<file path="src/rtl/fib_sat_counter.sv">
// Saturating up-counter with synchronous active-low reset and a synchronous clear.
module fib_sat_counter #(
  parameter int CNT_W = 16
) (
  input  logic             clk,
  input  logic             rst,
  input  logic             inc,
  input  logic             clear,
  output logic [CNT_W-1:0] count
);

  logic [CNT_W-1:0] count_q;
  logic [CNT_W-1:0] count_d;

  always_comb begin
    count_d = count_q;
    if (clear) begin
      count_d = '0;
    end else if (inc && (count_q != '1)) begin
      count_d = count_q + CNT_W'(1);
    end
  end

  // NOTE: reset is sampled on the clock edge only, so it lives inside the clocked branch.
  always_ff @(posedge clk) begin
    if (!rst) begin
      count_q <= '0;
    end else begin
      count_q <= count_d;
    end
  end

  assign count = count_q;

endmodule

</file>
<file path="config.mk">
export PLATFORM = sky130hd
export DESIGN_NAME = fib_sat_counter
export DESIGN_NICKNAME = d
export VERILOG_FILES = /design/src/rtl/fib_sat_counter.sv
export SDC_FILE = /design/constraint.sdc
export NUM_CORES = 1
export LEC_CHECK = 0
export CAP_MARGIN = 15
export CORE_MARGIN = 3
export CORE_UTILIZATION = 51
export DETAILED_ROUTE_END_ITERATION = 10
export GPL_TIMING_DRIVEN = 0
export PLACE_DENSITY = 0.83
export SLEW_MARGIN = 20
export SYNTH_ARGS = -nofsm -noshare
export SYNTH_HDL_FRONTEND = slang
export SYNTH_SLANG_ARGS = --single-unit
</file>
<file path="constraint.sdc">
create_clock -name clk -period 3.29 [get_ports clk]
set_input_delay 0.329 -clock clk [delete_from_list [all_inputs] [get_ports clk]]
set_output_delay 0.329 -clock clk [all_outputs]
set_load 0.03 [all_outputs]
</file>
==> qor.txt <==
Setup Viol. Count Final -> 0
RSZ-0062 raised after global routing -> no
Worst IR Drop VDD -> 236 µV
Port Buf Inserts -> 19
r2r setup slk -> 1.64 ns
dpl cell area -> 1070 µm²
worst path bufs/invs -> 1
max cap viols -> 0
routed vias/inst -> 6.18
final instance area -> 1100 µm²
sequential fraction of the synthesis area -> 0.370
Worst-Skew Late Latency -> 0.29 ns
setup tns final -> 0 ns
Num CTS Buffers -> 3
post-synth top area share -> 0.370
Final Max Tran Viols -> 0
max reg flops -> 16
total gr overflow -> 0
CTS tree -> built
layout cells sized above 1 -> 0.0973
min Tclk post-route -> 1.87 ns
Crit Path Max Fanout -> 8
largest net degree at the start of global routing -> 11
multi-input logic area -> 533 µm²
final hold violations -> 0
vias in the first global route -> 736
Clock power frac -> 0.328
Worst Tran Pin Value -> 0.506 ns
Total Power -> 316 µW
internal power -> 245 µW
post-CTS repair timing setup buffer count -> 0
H-tree Lvls -> 1
synthesized flop and latch total -> 16
RR Startpoint -> count[0]
DR iter-0 viols -> 20
Min-Delay Startpoint -> count[2]
core footprint -> 1560 µm²
Relative slew margins -> 0.662
Synth cell types -> 38
Fillers -> 138
Worst EP required -> 2.96 ns
cell taking the most area after synthesis -> dfxtp_1
ant diodes -> 0
switching power total -> 71.2 µW
Yosys warning total -> 0
class of the worst hold path -> reg -> reg
Layout area overhead -> 26.9%
most common cell after layout, fill and taps aside -> clkdlybuf4s50_1
commonest cells after routing, fill and taps aside -> clkdlybuf4s50_1 (19), dfxtp_1 (16), nor2_1 (10)
gr usage total -> 0.193
post-route ant nets -> 0
Leak -> 0.392 nW
Die H -> 47.2 µm
Final period util -> 0.568
GP Congestion -> 0.806
Pre-Repair DR Iteration Count -> 4
Remaining DRCs -> 0
Post-CTS Resized -> 0
Starting Density -> 0.555
clock root cell -> clkbuf_4
Sw Share -> 0.225
power per cell area -> 288 nW/µm²
Reg clk slew, reported paths -> 0.09 ns
Die ar. -> 2230 µm²
Worst setup startpoint -> count[3]
Synth area leaders -> dfxtp_1 (37%), nand4_4 (4.9%), nor2_1 (4.3%)
cells along the critical path -> clkdlybuf4s50_1
Syn Nets -> 96
Mapped Area -> 865 µm²
DIE WIDTH -> 47.2 µm
initial antenna violation count -> 0
critical path class -> reg -> out
clk_skew -> 0.000799 ns
Fmax -> 535 MHz
via count -> 797
Avg Cell Area, Syn -> 9.50 µm²
Post-DP HPWL -> 1390 µm
first-pass GRT wire length -> 3080 µm
Sequential Power Share -> 0.618
Rows -> 14
Sink Count -> 16
cell family with most CP delay -> buffers and inverters
Arrival @ worst endpoint -> 1.54 ns
Gate power share -> 0.054
Worst Setup End Kind -> primary output
Wirelength per Cell -> 14.5 µm
Worst path slowest cell -> clkdlybuf4s50_1
CTS Hold Buffers Added -> 0
Clock Tree Buf Depth -> 2
status -> finished, final reports clean
Mapped Cells -> 91
largest stage delay on the critical path -> 0.74 ns
WL final -> 1870 µm
startpoint types -> flop
nets -> 120
FF+latch area -> 320 µm²
io pins -> 20
## Yosys cell counts
cell / count
o21a_1: 1
mux2i_1: 1
nand3_4: 1
nand2b_1: 2
o211a_1: 1
a21oi_1: 4
o2111ai_1: 1
xor2_1: 3
o41ai_1: 2
nor3b_1: 1
nor3_1: 1
and2_1: 3
nor2b_1: 1
o31ai_1: 2
nor2_1: 10
o41ai_4: 1
or3_1: 2
a41oi_1: 1
and4_1: 1
nand3_1: 4
ha_1: 1
o311ai_2: 1
nor4_1: 3
dfxtp_1: 16
o311ai_0: 2
xnor2_1: 1
o211ai_1: 1
nand4_4: 2
clkbuf_1: 1
inv_1: 2
o31a_1: 1
o21ai_0: 4
nand4_1: 2
or4_1: 2
nor3_2: 1
and4_2: 2
nand2_1: 5
and3_1: 1
## per-stage QoR
step                cells  hold slack [ns]  utilization  worst slack [ns]
floorplan              91            0.513            -              1.55
global placement      126            0.510        0.689              1.34
detailed placement    126            0.522        0.689              1.28
CTS                   129            0.535        0.704              1.42
global route          129            0.584        0.704              1.38
finish                129            0.539        0.704              1.42
## routing by layer
metal | wire length [µm] | share of wire | GRT usage | up-vias
met4 | 31 | 0.017 | 0.0829 | 0
li1 | - | - | - | 397
met5 | 0 | 0 | 0 | -
met3 | 84 | 0.045 | 0.0383 | 5
met2 | 940 | 0.50 | 0.322 | 23
met1 | 817 | 0.44 | 0.239 | 372
## power groups by stage
stage / Clock, mW / Combinational [mW] / Sequential (mW)
after detailed placement: 0 / 0.0171 / 0.200
after global routing: 0.113 / 0.0187 / 0.195
after global placement: 0 / 0.0166 / 0.200
after CTS: 0.104 / 0.0172 / 0.195
after floorplan: 0 / 0.00721 / 0.201
final: 0.104 / 0.0170 / 0.195
## path summary, 6_finish.rpt
kind / cells after the start / endpoint
hold reg to reg: 2 / count[2]
setup / recovery: 1 / count[3]
hold / removal: 2 / count[2]
setup reg to reg: 5 / count[14]
## final cells by class
| cell class | instances | area share |
|---|---|---|
| Timing Repair Buffer | 19 | 0.173 |
| Inverter | 2 | 0.00684 |
| Tap cell | 16 | 0.0182 |
| Buffer | 1 | 0.00342 |
| Clock buffer | 3 | 0.0205 |
| Multi-Input combinational cell | 72 | 0.486 |
| Sequential cell | 16 | 0.292 |
## logic make-up after synthesis
group                    count (synthesis)  share of synthesized area
AO/OA/AOI/OAI                           22                      0.214
XOR/XNOR                                 4                     0.0405
multiplexers                             1                     0.0116
adder cells (fa/ha/maj)                  1                     0.0145
flip-flops                              16                      0.370
buffers and inverters                    3                     0.0130
AND/OR/NAND/NOR                         44                      0.336
No activity file was read; power rests on OpenSTA's default activity.
